`config.mk`:
```
export PLATFORM = sky130hd
export DESIGN_NAME = sub16_seq
export DESIGN_NICKNAME = d
export VERILOG_FILES = /design/src/rtl/sub16_seq.sv
export SDC_FILE = /design/constraint.sdc
export NUM_CORES = 1
export LEC_CHECK = 0
export CELL_PAD_IN_SITES_DETAIL_PLACEMENT = 0
export CELL_PAD_IN_SITES_GLOBAL_PLACEMENT = 1
export CORE_MARGIN = 2
export CORE_UTILIZATION = 40
export DETAILED_ROUTE_END_ITERATION = 7
export PLACE_DENSITY = 0.84
export REMOVE_ABC_BUFFERS = 1
export SLEW_MARGIN = 10
export SYNTH_ARGS = -nofsm -noshare
export SYNTH_HDL_FRONTEND = slang
export SYNTH_SLANG_ARGS = --single-unit
```
`constraint.sdc`:
```
create_clock -name clk -period 8.2 [get_ports clk]
set_clock_uncertainty 0.1 [all_clocks]
set_input_delay 2.05 -clock clk [delete_from_list [all_inputs] [get_ports clk]]
set_output_delay 2.05 -clock clk [all_outputs]
set_load 0.01 [all_outputs]
```
`src/rtl/sub16_seq.sv`:
```
// Digit-serial subtractor: A - B - Bin, one DIGIT-bit slice per clock, with borrow/overflow/zero flags.
// Optional signed saturation of the result is enabled by defining SUB16_SAT_EN.
module sub16_seq #(
    parameter int WIDTH = 16,
    parameter int DIGIT = 4
) (
    input  logic             clk,
    input  logic             rst,
    input  logic             start,
    input  logic [WIDTH-1:0] a,
    input  logic [WIDTH-1:0] b,
    input  logic             bin,
    output logic             ready,
    output logic             busy,
    output logic             done,
    output logic [WIDTH-1:0] d,
    output logic             bout,
    output logic             ovf,
    output logic             zero,
    output logic [1:0]       o_dbg_state
);
    localparam int N    = WIDTH / DIGIT;
    localparam int IDXW = (N > 1) ? $clog2(N) : 1;
    localparam int MSB  = WIDTH - 1;
    localparam logic [IDXW-1:0] LAST = IDXW'(N - 1);

    typedef enum logic [1:0] {
        S_IDLE = 2'd0,
        S_RUN  = 2'd1,
        S_DONE = 2'd2
    } state_t;

    state_t           r_state;
    state_t           w_state_nxt;
    logic [WIDTH-1:0] r_a;
    logic [WIDTH-1:0] r_b;
    logic [WIDTH-1:0] r_d;
    logic             r_brw;
    logic [IDXW-1:0]  r_idx;
    logic             r_bout;
    logic             r_ovf;
    logic             r_zero;

    logic [DIGIT-1:0] w_a_sl;
    logic [DIGIT-1:0] w_b_sl;
    logic [DIGIT-1:0] w_diff;
    logic             w_brw;
    logic [WIDTH-1:0] w_d_full;
    logic [WIDTH-1:0] w_d_final;
    logic             w_ovf;
    logic             w_last;
    int               w_base;

    always_ff @(posedge clk) begin
        if (rst) r_state <= S_IDLE;
        else     r_state <= w_state_nxt;
    end

    always_comb begin
        w_state_nxt = r_state;
        case (r_state)
            S_IDLE:  if (start) w_state_nxt = S_RUN;
            S_RUN:   if (w_last) w_state_nxt = S_DONE;
            S_DONE:  w_state_nxt = S_IDLE;
            default: w_state_nxt = S_IDLE;
        endcase
    end

    // One slice per cycle; w_d_full is the result with the current slice merged in.
    always_comb begin
        w_last   = (r_idx == LAST);
        w_base   = int'(r_idx) * DIGIT;
        w_a_sl   = r_a[w_base +: DIGIT];
        w_b_sl   = r_b[w_base +: DIGIT];
        {w_brw, w_diff} = {1'b0, w_a_sl} - {1'b0, w_b_sl} - (DIGIT + 1)'(r_brw);
        w_d_full = r_d;
        w_d_full[w_base +: DIGIT] = w_diff;
        w_ovf    = (r_a[MSB] != r_b[MSB]) && (w_d_full[MSB] != r_a[MSB]);
`ifdef SUB16_SAT_EN
        if (w_ovf)
            w_d_final = r_a[MSB] ? {1'b1, {(WIDTH-1){1'b0}}} : {1'b0, {(WIDTH-1){1'b1}}};
        else
            w_d_final = w_d_full;
`else
        w_d_final = w_d_full;
`endif
    end

    always_ff @(posedge clk) begin
        if (rst) begin
            r_a    <= '0;
            r_b    <= '0;
            r_d    <= '0;
            r_brw  <= 1'b0;
            r_idx  <= '0;
            r_bout <= 1'b0;
            r_ovf  <= 1'b0;
            r_zero <= 1'b0;
        end else begin
            case (r_state)
                S_IDLE: begin
                    if (start) begin
                        r_a   <= a;
                        r_b   <= b;
                        r_brw <= bin;
                        r_idx <= '0;
                    end
                end
                S_RUN: begin
                    r_brw <= w_brw;
                    if (w_last) begin
                        r_d    <= w_d_final;
                        r_idx  <= '0;
                        r_bout <= w_brw;
                        r_ovf  <= w_ovf;
                        r_zero <= (w_d_final == '0);
                    end else begin
                        r_d   <= w_d_full;
                        r_idx <= r_idx + IDXW'(1);
                    end
                end
                default: ;
            endcase
        end
    end

    assign ready       = (r_state == S_IDLE);
    assign busy        = (r_state == S_RUN);
    assign done        = (r_state == S_DONE);
    assign d           = r_d;
    assign bout        = r_bout;
    assign ovf         = r_ovf;
    assign zero        = r_zero;
    assign o_dbg_state = r_state;
endmodule
```
==> impl_metrics.yaml, run 1 <==
status:
  status: "finished, final reports clean"
placed_design:
  post-place-ws_ns: 4.051
  gp_congestion: 0.8956
  dp.cells: 446
  placement.io_buffers: 59
  hpwlAfterDp_mm: 4.182
  dpl_cell_area_mm2: 0.003385
finish:
  fillers: 659
  drive_above_1_share_pct: 6.952
  diodes: 0
  nets: 421
  mostFrequentLayoutCells: "nand2_1, clkdlybuf4s50_1, dfxtp_1"
  regArea_mm2: 0.001121
  final_common_cell: "nand2_1"
  multi_input_area_mm2: 0.001506
  area_growth_pct: 26.49
  fin_cells: 454
  fin_area_mm2: 0.003501
grt:
  grt_pass1_wl_mm: 9.804
  antenna_found_initial: 0
  grt_pass1_vias: 2164
  track_usage_pct: 16.42
  grt_max_degree: 57
  overflow: 0
detailed_routing:
  route.antenna.remaining_nets: 0
  drc: 0
  wire_per_inst_um: 13.30
  num_vias: 2403
  first_iter_violations: 119
  firstDrtPassIters: 4
  drt-total-wl_mm: 6.037
  viasPerCell: 5.293
timing:
  slew_headroom_pct: 22.64
  fin_crit_sh_pct: 53.18
  tns_ns: 0
  period_needed_ns: 4.360
  tightest_slew_ns: 1.160
  setup_violations: 0
  worst_hold_slack_ns: 0.3581
  max_freq_ghz: 0.2293
  rsz0062_at_grt: "false"
  worst_slack_ns: 3.840
  finalHoldViolations: 0
  slew_violations: 0
floorplanning:
  core_area_mm2: 0.006756
  initial_core_util_pct: 40.96
  rows: 30
  die_h_um: 87.18
  die_area_mm2: 0.007600
  dieWidth_um: 87.18
  io_pins: 60
power_and_ir_drop:
  leakagePower_uw: 0.001274
  ir_drop_mv: 0.09180
  power.density_mw_per_mm2: 181.1
clocking:
  htreeDepth: 2
  clockBufferDepth: 2
  clkSinkCount: 56
  clkTransAtPathRegs_ns: 0.10
  clk_latency_ns: 0.32
  numCtsBuffers: 5
  clock-root-buffer: "clkbuf_8"
  cts_tree: "done"
  cts_resized: 0
  cts_setup_buffers: 0
  hold_buffers: 0
worst_hold_path:
  hold_class: "flop to flop"
critical_path:
  critical_path_class: "flop to primary output"
  crit_fanout: 31
  crit_required_ns: 6.05
  start_kind: "flop"
  cp.arrival_ns: 2.21
  endpoint_kind: "primary output"
synthesis:
  yosys.area.top_type: "dfxtp_1"
  syn_area_per_cell_um2: 8.490
  async_flop_share_pct: 0
  synthCells: 326
  synth_edf_count: 0
  synth_seq_cells: 56
  ys_top_cells_by_area: "dfxtp_1, nand2_1, a21oi_1, mux4_2, ha_1"
  synth.top_cell.area_share_pct: 40.51
  yosysSeqAreaShare_pct: 40.51
  syn_area_mm2: 0.002768
  synth_cell_type_count: 41
  ys.flop_type: "dfxtp_1"
  synth_warnings: 0
job:
  drv_cap: 0
==> kinds of logic after synthesis <==
| logic type | after synthesis | share of synthesized area (%) |
|---|---|---|
| multiplexers | 9 | 6.917 |
| XOR/XNOR | 4 | 1.537 |
| adder cells (fa/ha/maj) | 12 | 5.968 |
| flip-flops | 56 | 40.51 |
| AO/OA/AOI/OAI | 79 | 18.72 |
| AND/OR/NAND/NOR | 131 | 21.29 |
| buffers and inverters | 35 | 5.063 |
==> routing by layer <==
layer / GRT usage, % / vias up / share of wire [%]
met5: 0 / - / 0
met4: 4.615 / 0 / 1.0
met3: 3.223 / 7 / 3.8
met2: 28.66 / 49 / 50
met1: 20.60 / 1124 / 46
li1: - / 1223 / -
==> critical path, cell delays in order (launching register included) <==
cell	delay, ns
dfxtp_1	0.35
nand2b_1	0.21
inv_1	0.66
clkdlybuf4s50_1	0.68
==> report_power, final <==
part | total, uW | switching, uW | internal, uW
Combinational | 151 | 81.4 | 69.2
Clock | 186 | 94.3 | 92.1
Sequential | 297 | 9.52 | 287
==> path summary, 6_finish.rpt <==
check / from / cells past startpoint / endpoint / slack (ns)
worst max register to register: r_idx[0] / 9 / zero / 4.77
worst min-delay path: r_b[14] / 2 / r_b[14] / 0.36
worst max-delay path: o_dbg_state[1] / 3 / busy / 3.84
worst min register to register: r_b[14] / 2 / r_b[14] / 0.36
==> metrics by stage <==
stage	utilization, %	total power (uW)
after detailed placement	50.09	454.6
after global routing	51.81	668.6
after global placement	50.09	453.3
after CTS	51.81	639.8
final	51.81	634.0
after floorplan	-	395.5
==> layout make-up <==
cell class / instances / area share, %
Multi-Input combinational cell: 235 / 43.03
Sequential cell: 56 / 32.02
Timing Repair Buffer: 62 / 17.37
Tap cell: 80 / 2.859
Clock buffer: 5 / 1.966
Inverter: 13 / 1.394
Clock inverter: 3 / 1.358
==> cells in the mapped netlist (2+ instances only) <==
library cell and instances:
a2111oi_2 2, a211oi_1 9, a21oi_1 42, a22oi_1 5, a31oi_1 6, a32oi_1 4, clkbuf_1 19, dfxtp_1 56
fa_1 2, ha_1 10, inv_1 13, mux4_2 8, nand2_1 74, nand2b_1 6, nand3_1 2, nand4_1 2
nor2_1 24, nor2b_1 12, nor3_1 3, nor4bb_1 3, o21ai_0 2, o221a_2 2, xnor2_1 2
==> state kept, by name, summed over array words and instances (netlist names) <==
signal / cells
r_brw: 1
d: 16
ovf: 1
o_dbg_state: 2
bout: 1
r_a: 16
r_b: 16
r_idx: 2
zero: 1
Note: power is estimated with default switching activity, not from simulation.
==> run 2, diff against run 1 <==
CORE_UTILIZATION = 37   (was 40)
PLACE_DENSITY = 0.79   (was 0.84)
clock period = 4.5 ns   (was 8.2 ns; I/O delays follow)
==> impl_metrics.yaml, run 2 (same netlist as run 1, synthesis figures left out) <==
power_and_ir_drop:
  power.density_mw_per_mm2: 313.1
  ir_drop_mv: 0.1157
  leakagePower_uw: 0.001270
timing:
  slew_headroom_pct: 29.31
  period_needed_ns: 3.398
  setup_violations: 0
  rsz0062_at_grt: "false"
  tns_ns: 0
  finalHoldViolations: 0
  fin_crit_sh_pct: 75.51
  max_freq_ghz: 0.2943
  slew_violations: 0
  tightest_slew_ns: 1.046
finish:
  final_common_cell: "nand2_1"
  nets: 423
  drive_above_1_share_pct: 7.447
  fin_cells: 475
  mostFrequentLayoutCells: "nand2_1, clkdlybuf4s50_1, dfxtp_1"
  fillers: 753
  regArea_mm2: 0.001121
  area_growth_pct: 26.94
  diodes: 0
  multi_input_area_mm2: 0.001506
floorplanning:
  initial_core_util_pct: 38.16
  die_h_um: 90.49
  dieWidth_um: 90.49
  core_area_mm2: 0.007253
  rows: 31
  die_area_mm2: 0.008188
  io_pins: 60
clocking:
  clockBufferDepth: 2
  clkSinkCount: 56
  clock-root-buffer: "clkbuf_8"
  clkTransAtPathRegs_ns: 0.10
  numCtsBuffers: 5
  cts_setup_buffers: 0
  htreeDepth: 2
  clk_latency_ns: 0.31
  cts_tree: "done"
  hold_buffers: 0
  cts_resized: 0
placed_design:
  hpwlAfterDp_mm: 4.663
  gp_congestion: 0.8665
  placement.io_buffers: 59
  dp.cells: 467
grt:
  grt_pass1_wl_mm: 10.98
  overflow: 0
  grt_max_degree: 56
  grt_pass1_vias: 2292
  grt_most_used_layer: "met2"
  antenna_found_initial: 0
  grt_util_met2_pct: 27.67
  grt_use_met1_pct: 21.21
  track_usage_pct: 16.33
  use_met3_pct: 2.922
critical_path:
  start_kind: "flop"
  endpoint_kind: "flop"
  cp.arrival_ns: 3.55
  crit_fanout: 14
  critical_path_class: "flop to flop"
  crit_required_ns: 4.66
job:
  drv_cap: 0
status:
  status: "finished, final reports clean"
detailed_routing:
  num_vias: 2423
  viasPerCell: 5.101
  first_iter_violations: 84
  route.antenna.remaining_nets: 0
  wire_per_inst_um: 13.75
  firstDrtPassIters: 4
  drc: 0
  drt-total-wl_mm: 6.530
worst_hold_path:
  hold_class: "flop to flop"
[run 2: cell types whose count changed in the layout (fill, tap and decap cells not counted), sizes merged]
cell      previous run  this run
buf                  4         6
inv                 13        14
bufinv               1         0
clkinv               2         1
clkinvlp             0         1
[run 2: layout make-up]
cell class	instances	share of cell area, %
Multi-Input combinational cell	235	42.88
Sequential cell	56	31.91
Timing Repair Buffer	64	17.74
Tap cell	99	3.526
Clock buffer	5	1.959
Inverter	13	1.389
Clock inverter	3	0.6054
[run 2: metrics by stage]
stage	instance area, um2	utilization [%]	hold slack [ns]	setup WS (ns)	power (uW)
5_1_grt	3513	48.44	0.3807	0.8506	1167
2_1_floorplan	2676	-	0.3271	1.162	720.7
3_5_place_dp	3423	47.20	0.3472	1.125	832.9
6_report	3513	48.44	0.3588	1.102	1100
3_3_place_gp	3423	47.20	0.3396	1.193	828.1
4_1_cts	3513	48.44	0.3620	1.097	1110
[run 2: power by group]
group | switching (uW) | total [uW] | leakage, uW | internal (uW)
logic | 148 | 277 | 0.000767 | 128
clock network | 168 | 278 | 0.0000445 | 111
registers | 21.3 | 545 | 0.000458 | 524
[run 2: worst max-delay path, cell delays in order (launching register included)]
cell       delay (ns)
dfxtp_1          0.63
buf_4            0.30
mux4_2           0.51
inv_1            0.08
fa_1             0.22
fa_1             0.47
nor2b_1          0.18
a31oi_1          0.22
nand4_1          0.14
a2111oi_2        0.32
a32o_1           0.17
[run 2: path summary, 6_finish.rpt]
| check | end | slack (ns) | startpoint | cells after the start |
|---|---|---|---|---|
| worst max-delay path | zero | 1.10 | r_idx[0] | 10 |
| worst min-delay path | r_b[3] | 0.36 | r_b[3] | 2 |
| worst max register to register | zero | 1.10 | r_idx[0] | 10 |
| worst min register to register | r_b[3] | 0.36 | r_b[3] | 2 |
[run 2: metal layers]
| layer | routed length, um | vias up |
|---|---|---|
| met5 | 0 | - |
| met4 | 87 | 0 |
| met3 | 264 | 9 |
| met2 | 3090 | 53 |
| met1 | 3088 | 1137 |
| li1 | - | 1224 |
==> run 3, diff against run 2 <==
clock period = 3.5 ns   (was 4.5 ns; I/O delays follow)
==> impl_metrics.yaml, run 3 (same netlist as run 1, synthesis figures left out) <==
status:
  status: "finished, final reports clean"
clocking:
  hold_buffers: 0
  clkTransAtPathRegs_ns: 0.10
  clock-root-buffer: "clkbuf_8"
  numCtsBuffers: 5
  cts_resized: 0
  clkSinkCount: 56
  clk_latency_ns: 0.31
  cts_setup_buffers: 0
  cts_tree: "done"
  htreeDepth: 2
  clockBufferDepth: 2
grt:
  grt_pass1_vias: 2266
  antenna_found_initial: 0
  overflow: 0
  grt_pass1_wl_mm: 10.95
  track_usage_pct: 16.21
  grt_max_degree: 56
timing:
  worst_slack_ns: 0.4086
  slew_headroom_pct: 56.07
  max_freq_ghz: 0.3235
  rsz0062_at_grt: "false"
  setup_violations: 0
  period_needed_ns: 3.091
  finalHoldViolations: 0
  tightest_slew_ns: 0.6574
  tns_ns: 0
  fin_crit_sh_pct: 88.33
  slew_violations: 0
detailed_routing:
  firstDrtPassIters: 4
  num_vias: 2395
  viasPerCell: 5.010
  drt-total-wl_mm: 6.559
  drc: 0
  wire_per_inst_um: 13.72
  route.antenna.remaining_nets: 0
  first_iter_violations: 73
finish:
  nets: 426
  fin_cells: 478
  mostFrequentLayoutCells: "nand2_1, clkdlybuf4s50_1, dfxtp_1"
  final_common_cell: "nand2_1"
  drive_above_1_share_pct: 8.179
  fin_area_mm2: 0.003567
  diodes: 0
  area_growth_pct: 28.89
floorplanning:
  rows: 31
  initial_core_util_pct: 38.16
  io_pins: 60
  die_h_um: 90.49
  dieWidth_um: 90.49
  die_area_mm2: 0.008188
  core_area_mm2: 0.007253
job:
  drv_cap: 0
power_and_ir_drop:
  p_clk_share_pct: 29.6
  combPwrFrac_pct: 24.1
  leakagePower_uw: 0.001303
  finalPower_uw: 1506
  power.density_mw_per_mm2: 422.1
  power_switching_uw: 429.6
  ir_drop_mv: 0.1646
  cellInternalPower_uw: 1076
  pwr-share-seq_pct: 46.2
  switching_share_pct: 28.53
critical_path:
  path_cells: "mux4_2 > fa_1 > fa_1 > nor2b_1 > a31oi_1 > nand4_1 > a2111oi_2 > a32o_1"
  crit_required_ns: 3.66
  crit_path_top_delay_cell: "mux4_2"
  cp.arrival_ns: 3.25
  cpPeakStageDelay_ns: 0.53
  endpoint_kind: "flop"
  cp_num_buf_inv: 0
  crit_top_cell: "fa_1"
  start_kind: "flop"
  crit_family: "adder cells"
  crit_fanout: 3
  critical_path_class: "flop to flop"
placed_design:
  placement.io_buffers: 59
  hpwlAfterDp_mm: 4.846
  dpl_cell_area_mm2: 0.003446
  gp_congestion: 0.8967
  dp.cells: 470
  post-place-ws_ns: 0.4055
worst_hold_path:
  hold_class: "flop to flop"
run 3: cell count changes in the layout (fill, tap and decap cells not counted), sizes merged:
cell	before	now
clkinvlp	1	0
clkbuf	5	6
bufinv	0	1
buf	6	9
inv	14	13
run 3: power by group through the flow:
stage / combinational [uW] / sequential [uW] / clock (uW)
2_1_floorplan: 212 / 715 / 0
3_3_place_gp: 361 / 711 / 0
3_5_place_dp: 364 / 711 / 0
4_1_cts: 365 / 697 / 456
5_1_grt: 398 / 702 / 483
6_report: 363 / 696 / 446
run 3: worst min-delay path, cell delays in order, from the launching register on:
cell,delay [ns]
dfxtp_1,0.32
nand2_1,0.05
a21oi_1,0.05
run 3: path summary, 6_finish.rpt:
path	from	to	slack [ns]	cells past startpoint
worst max register to register	r_idx[0]	zero	0.41	8
worst min-delay path	r_a[12]	r_a[12]	0.36	2
worst max-delay path	r_idx[0]	zero	0.41	8
worst min register to register	r_a[12]	r_a[12]	0.36	2
run 3: per-stage QoR:
stage | hold slack, ns | util [%]
after floorplan | 0.3271 | -
after global placement | 0.3412 | 47.51
after detailed placement | 0.3449 | 47.51
after CTS | 0.3589 | 49.18
after global routing | 0.3794 | 49.18
final | 0.3557 | 49.18
run 3: layout make-up:
cell class,count,area [um2]
Tap cell,99,123.9
Inverter,13,48.80
Timing Repair Buffer,67,645.6
Fill cell,741,3686
Sequential cell,56,1121
Clock inverter,2,38.79
Multi-Input combinational cell,235,1506
Clock buffer,6,82.58
run 3: per-layer routing:
metal / global-route usage (%) / wire, um / share of wire [%]
met2: 27.11 / 3125 / 48
met4: 3.590 / 48 / 0.73
met5: 0 / 0 / 0
met1: 21.81 / 3103 / 47
met3: 3.005 / 281 / 4.3
